`src/rtl/cordic_pipe16_if.sv`:
```
// Sample/result bundle for the free-running sin/cos engine.
// All words are signed Q2.14; there is no handshake, so every field is valid every cycle.
interface cordic_pipe16_if #(
    parameter int WIDTH = 16
);
    logic signed [WIDTH-1:0] x_in;
    logic signed [WIDTH-1:0] y_in;
    logic signed [WIDTH-1:0] theta_in;
    logic signed [WIDTH-1:0] cosx;
    logic signed [WIDTH-1:0] sinx;

    modport master (output x_in, output y_in, output theta_in, input cosx, input sinx);
    modport slave  (input x_in, input y_in, input theta_in, output cosx, output sinx);
endinterface

```
`src/rtl/cordic_pipe16.sv`:
```
// Fully pipelined rotation-mode CORDIC: one micro-rotation per register stage,
// one sample in and one result out per clock, latency STAGES edges.
module cordic_pipe16 #(
    parameter int WIDTH  = 16,
    parameter int STAGES = 16,
    parameter int IW     = 18
) (
    input  logic           clk,
    input  logic           rst,
    cordic_pipe16_if.slave io
);

    function automatic logic signed [IW-1:0] atan_lut(input int i);
        logic signed [IW-1:0] r;
        r = '0;
        case (i)
            0:  r = IW'(12868);
            1:  r = IW'(7596);
            2:  r = IW'(4014);
            3:  r = IW'(2037);
            4:  r = IW'(1023);
            5:  r = IW'(512);
            6:  r = IW'(256);
            7:  r = IW'(128);
            8:  r = IW'(64);
            9:  r = IW'(32);
            10: r = IW'(16);
            11: r = IW'(8);
            12: r = IW'(4);
            13: r = IW'(2);
            14: r = IW'(1);
            default: r = '0;
        endcase
        return r;
    endfunction

    // Clamp an internal word to the output range when the guard bits disagree with the sign.
    function automatic logic signed [WIDTH-1:0] sat(input logic signed [IW-1:0] v);
        logic signed [WIDTH-1:0] r;
        if ((&v[IW-1:WIDTH-1]) || !(|v[IW-1:WIDTH-1]))
            r = v[WIDTH-1:0];
        else if (v[IW-1])
            r = {1'b1, {(WIDTH-1){1'b0}}};
        else
            r = {1'b0, {(WIDTH-1){1'b1}}};
        return r;
    endfunction

    logic signed [IW-1:0] x_p [STAGES];
    logic signed [IW-1:0] y_p [STAGES];
    // The last stage's angle residual is never observed, so it is not kept.
    logic signed [IW-1:0] z_p [STAGES-1];

    logic signed [IW-1:0] x_op [STAGES];
    logic signed [IW-1:0] y_op [STAGES];
    logic signed [IW-1:0] z_op [STAGES];

    always_comb begin
        x_op[0] = {{(IW-WIDTH){io.x_in[WIDTH-1]}}, io.x_in};
        y_op[0] = {{(IW-WIDTH){io.y_in[WIDTH-1]}}, io.y_in};
        z_op[0] = {{(IW-WIDTH){io.theta_in[WIDTH-1]}}, io.theta_in};
        for (int i = 1; i < STAGES; i++) begin
            x_op[i] = x_p[i-1];
            y_op[i] = y_p[i-1];
            z_op[i] = z_p[i-1];
        end
    end

    // Stage boundary: each x_p/y_p/z_p[i] holds the result of micro-rotation i.
    always_ff @(posedge clk or posedge rst) begin
        if (rst) begin
            for (int i = 0; i < STAGES; i++) begin
                x_p[i] <= '0;
                y_p[i] <= '0;
            end
            for (int i = 0; i < STAGES-1; i++) begin
                z_p[i] <= '0;
            end
        end else begin
            for (int i = 0; i < STAGES; i++) begin
                if (!z_op[i][IW-1]) begin
                    x_p[i] <= x_op[i] - (y_op[i] >>> i);
                    y_p[i] <= y_op[i] + (x_op[i] >>> i);
                end else begin
                    x_p[i] <= x_op[i] + (y_op[i] >>> i);
                    y_p[i] <= y_op[i] - (x_op[i] >>> i);
                end
            end
            for (int i = 0; i < STAGES-1; i++) begin
                if (!z_op[i][IW-1])
                    z_p[i] <= z_op[i] - atan_lut(i);
                else
                    z_p[i] <= z_op[i] + atan_lut(i);
            end
        end
    end

    assign io.cosx = sat(x_p[STAGES-1]);
    assign io.sinx = sat(y_p[STAGES-1]);

endmodule

```
`src/flat_wrapper.sv`:
```
// flat-port wrapper written by rule: the top's interface ports become plain ports
module cordic_pipe16_flat 
#(
    parameter int WIDTH  = 16,
    parameter int STAGES = 16,
    parameter int IW     = 18
)
  (clk, rst, io_x_in, io_y_in, io_theta_in, io_cosx, io_sinx);
  cordic_pipe16_if #(.WIDTH(WIDTH)) io_i ();
  input  logic clk;
  input  logic rst;
  input wire logic [$bits(io_i.x_in)-1:0] io_x_in;
  input wire logic [$bits(io_i.y_in)-1:0] io_y_in;
  input wire logic [$bits(io_i.theta_in)-1:0] io_theta_in;
  output wire logic [$bits(io_i.cosx)-1:0] io_cosx;
  output wire logic [$bits(io_i.sinx)-1:0] io_sinx;
  assign io_i.x_in = io_x_in;
  assign io_i.y_in = io_y_in;
  assign io_i.theta_in = io_theta_in;
  assign io_cosx = io_i.cosx;
  assign io_sinx = io_i.sinx;
  cordic_pipe16 #(.WIDTH(WIDTH), .STAGES(STAGES), .IW(IW)) u_core (.clk(clk), .rst(rst), .io(io_i));
endmodule
```
`config.mk`:
```
export PLATFORM = sky130hd
export DESIGN_NAME = cordic_pipe16_flat
export DESIGN_NICKNAME = d
export VERILOG_FILES = /design/src/rtl/cordic_pipe16_if.sv /design/src/rtl/cordic_pipe16.sv /design/src/flat_wrapper.sv
export SDC_FILE = /design/constraint.sdc
export NUM_CORES = 2
export LEC_CHECK = 0
export CORE_MARGIN = 1
export CORE_UTILIZATION = 36
export CTS_BUF_LIST = sky130_fd_sc_hd__clkbuf_2 sky130_fd_sc_hd__clkbuf_4 sky130_fd_sc_hd__clkbuf_8
export DETAILED_ROUTE_END_ITERATION = 10
export GPL_ROUTABILITY_DRIVEN = 1
export PLACE_DENSITY_LB_ADDON = 0.2
export RECOVER_POWER = 100
export SKIP_CTS_REPAIR_TIMING = 1
export SLEW_MARGIN = 20
export SYNTH_ARGS = -nofsm -noshare
export SYNTH_HDL_FRONTEND = slang
export SYNTH_SLANG_ARGS = --single-unit
```
`constraint.sdc`:
```
create_clock -name clk -period 50.7 [get_ports clk]
set_clock_uncertainty 0.15 [all_clocks]
set_input_delay 10.14 -clock clk [delete_from_list [all_inputs] [get_ports clk]]
set_output_delay 10.14 -clock clk [all_outputs]
set_load 0.05 [all_outputs]
```
==> flow_summary.json <==
{
  "run_status": "finished with violations",
  "violations": "design-rule violations, max-capacitance violations, max-slew violations",
  "clockRootBuffer": "clkbuf_8",
  "grt_pass1_wl_mm": 233,
  "fmax_ghz": 0.0363,
  "die_w_microns": 410,
  "crit_path_end_kind": "async pin",
  "cts_made_buffers": 155,
  "clock_path_buffers": 3,
  "grt_usage_pct": 16.8,
  "arrival_ns": 27.48,
  "holdPathEnd": "u_core.z_op[235]",
  "crit_type": "input port to async pin",
  "setup_viol": 0,
  "period_minus_slack_ns": 27.51,
  "hp-start": "u_core.z_op[253]",
  "ys_ff_latch": 826,
  "synth_top_flop_cell": "dfrtp_1",
  "syn-num-nets": 7298,
  "cts_tree": "done",
  "first_iter_violations": 2332,
  "start_kind": "input port",
  "nets": 7461,
  "cp_slowest_cell": "clkbuf_1",
  "synth_cell_types": 72,
  "crit_path_max_fanout": 157,
  "via_count": 45200,
  "synth_xor_area_share_pct": 12.6,
  "viasPerCell": 5.11,
  "slowest_delay_ns": 5.81,
  "syn-mean-instance-area_sq_um": 9.38,
  "hold_viol": 0,
  "yosysMostFrequentCell": "dfrtp_1",
  "syn_to_final_growth_pct": 11.2,
  "yosys.area_share.simple_pct": 11.3,
  "synth_edf_count": 0,
  "syn_area_sq_mm": 0.0599,
  "syn_inst": 6387,
  "wl_per_cell_microns": 15.9,
  "synth_compound_area_share_pct": 18.9,
  "dr.pass1.iters": 11,
  "holdPathStages": 0,
  "relSlewSlack_pct": -439,
  "yosys-top-cells-count": "dfrtp_1 (826), ha_1 (814), a21oi_1 (668)",
  "synth_top_family_by_area": "compound AO/OA/AOI/OAI gates",
  "dp_hpwl_mm": 111,
  "overflow": 0,
  "ios": 82,
  "critical_path.cell_chain": "dlygate4sd3_1 -> clkinvlp_2 -> clkbuf_1 -> clkbuf_1 -> clkbuf_1",
  "start_util_pct": 36.3,
  "timing.critical_path.mode_cell": "clkbuf_1",
  "rsz0062_at_grt": "false",
  "clk_latency_ns": 0.87,
  "cts_sinks": 826,
  "yosysSeqAreaShare_pct": 34.5,
  "antenna_found_initial": 3,
  "ant_nets": 0,
  "rr_worst_depth": 13,
  "fillerInstances": 16300,
  "port_buffers": 81,
  "dieArea_sq_mm": 0.168,
  "min_period_over_period_pct": 54.3,
  "clk_pin_slew_ns": 0.05,
  "hold_path.class": "flop to flop",
  "ys_warn_count": 0,
  "wl_mm": 141,
  "drive_gt1_share_pct": 4.70,
  "gp_congestion": 0.827,
  "ff2ff_setup_slack_ns": 44.88,
  "placementRows": 149,
  "synth.area.top_cells": "dfrtp_1 (35%), ha_1 (17%), xnor2_1 (8.7%)",
  "grt_max_degree": 158,
  "synth_top_area_cell": "dfrtp_1",
  "cap_violations": 14,
  "synth_mux_area_share_pct": 0.957,
  "finalSetupTns_ns": 0,
  "synthArstFlopShare_pct": 100,
  "die_y_microns": 410,
  "reg2reg_from": "u_core.z_op[269]",
  "synth_top_area_share_pct": 34.5,
  "regToRegEndpoint": "u_core.x_op[250]",
  "worstMarginPinSlew_ns": 8.09,
  "core_region_area_sq_mm": 0.165,
  "crit_required_ns": 50.67,
  "synthAdderAreaFrac_pct": 18.6,
  "drc": 16,
  "ctsHtreeMaxLevel": 4,
  "drv_slew": 1064,
  "grt_pass1_vias": 45100
}
-- stage by stage --
| step | hold slack (ns) | setup slack, ns | cells | utilization (%) | cell area [sq um] |
|---|---|---|---|---|---|
| final | 0.187 | 23.19 | 8857 | 40.3 | 66600 |
| after floorplan | 0.181 | 17.21 | 6387 | - | 59900 |
| after CTS | 0.180 | 37.27 | 8855 | 40.4 | 66700 |
| after detailed placement | 0.185 | 36.58 | 8582 | 38.3 | 63300 |
| after global routing | 0.187 | 18.73 | 8857 | 40.3 | 66600 |
| after global placement | 0.182 | 36.66 | 8582 | 38.3 | 63300 |
-- cell usage in the layout, fill, tap and decap left out, drive strengths merged, types with 33 or more instances in the layout --
cell type and n:
a21oi 668, o21ai 324, or3 33, nor2 597, a211oi 61, o21bai 87, o21a 120, xor2 268
inv 406, dlygate4sd3 38, mux2i 37, nand2b 81, a21o 233, nor2b 79, clkbuf 254, clkdlybuf4s50 42
nand2 305, fa 47, ha 814, dfrtp 826, a31oi 70, nand3 74, nor3 131, xnor2 594
-- critical path: cells and delay by family --
family	cells	cell delay [ns]
buf+inv	5	17.04
-- state kept, by name, indices dropped and copies added, names as in the netlist --
signal,cells
u_core.z_op,253
u_core.y_op,269
u_core.y_p,18
u_core.x_op,268
u_core.x_p,18
-- worst max-delay path by stage --
stage,endpoint,slack (ns),cells after the start,start
after floorplan,u_core.x_op[0],17.21,1,rst
after global placement,u_core.z_op[118],36.66,5,rst
after detailed placement,u_core.z_op[117],36.58,5,rst
after CTS,io_sinx[4],37.27,5,u_core.y_p[15]
after global routing,u_core.y_op[197],18.73,5,rst
final,u_core.y_op[197],23.19,5,rst
-- cell type report --
class	instances	area (sq um)	share of cell area (%)
multi-input cells	5062	37300	56.1
clock buffers	234	2990	4.49
diodes	2	5.00	0.00752
repair buffers	101	883	1.33
well taps	2189	2740	4.11
inverters	404	1520	2.28
clock inverters	39	434	0.652
flip-flops and latches	826	20700	31.0
-- kinds of logic after synthesis --
kind of cell	Yosys count
compound gates	1818
flops	826
fa+ha+maj	861
mux	55
simple gates	1466
buf+inv	499
xor+xnor	862
-- metal layers --
layer,global-route usage [%],part of all wire [%],vias to the layer above
met5,0,0,-
met1,21.5,46,21500
met3,2.34,2.8,197
li1,-,-,23000
met4,4.40,2.1,0
met2,29.7,49,573
Power is not shown: default switching activity piles up to over one toggle a cycle in this logic, so the estimate is an artifact.
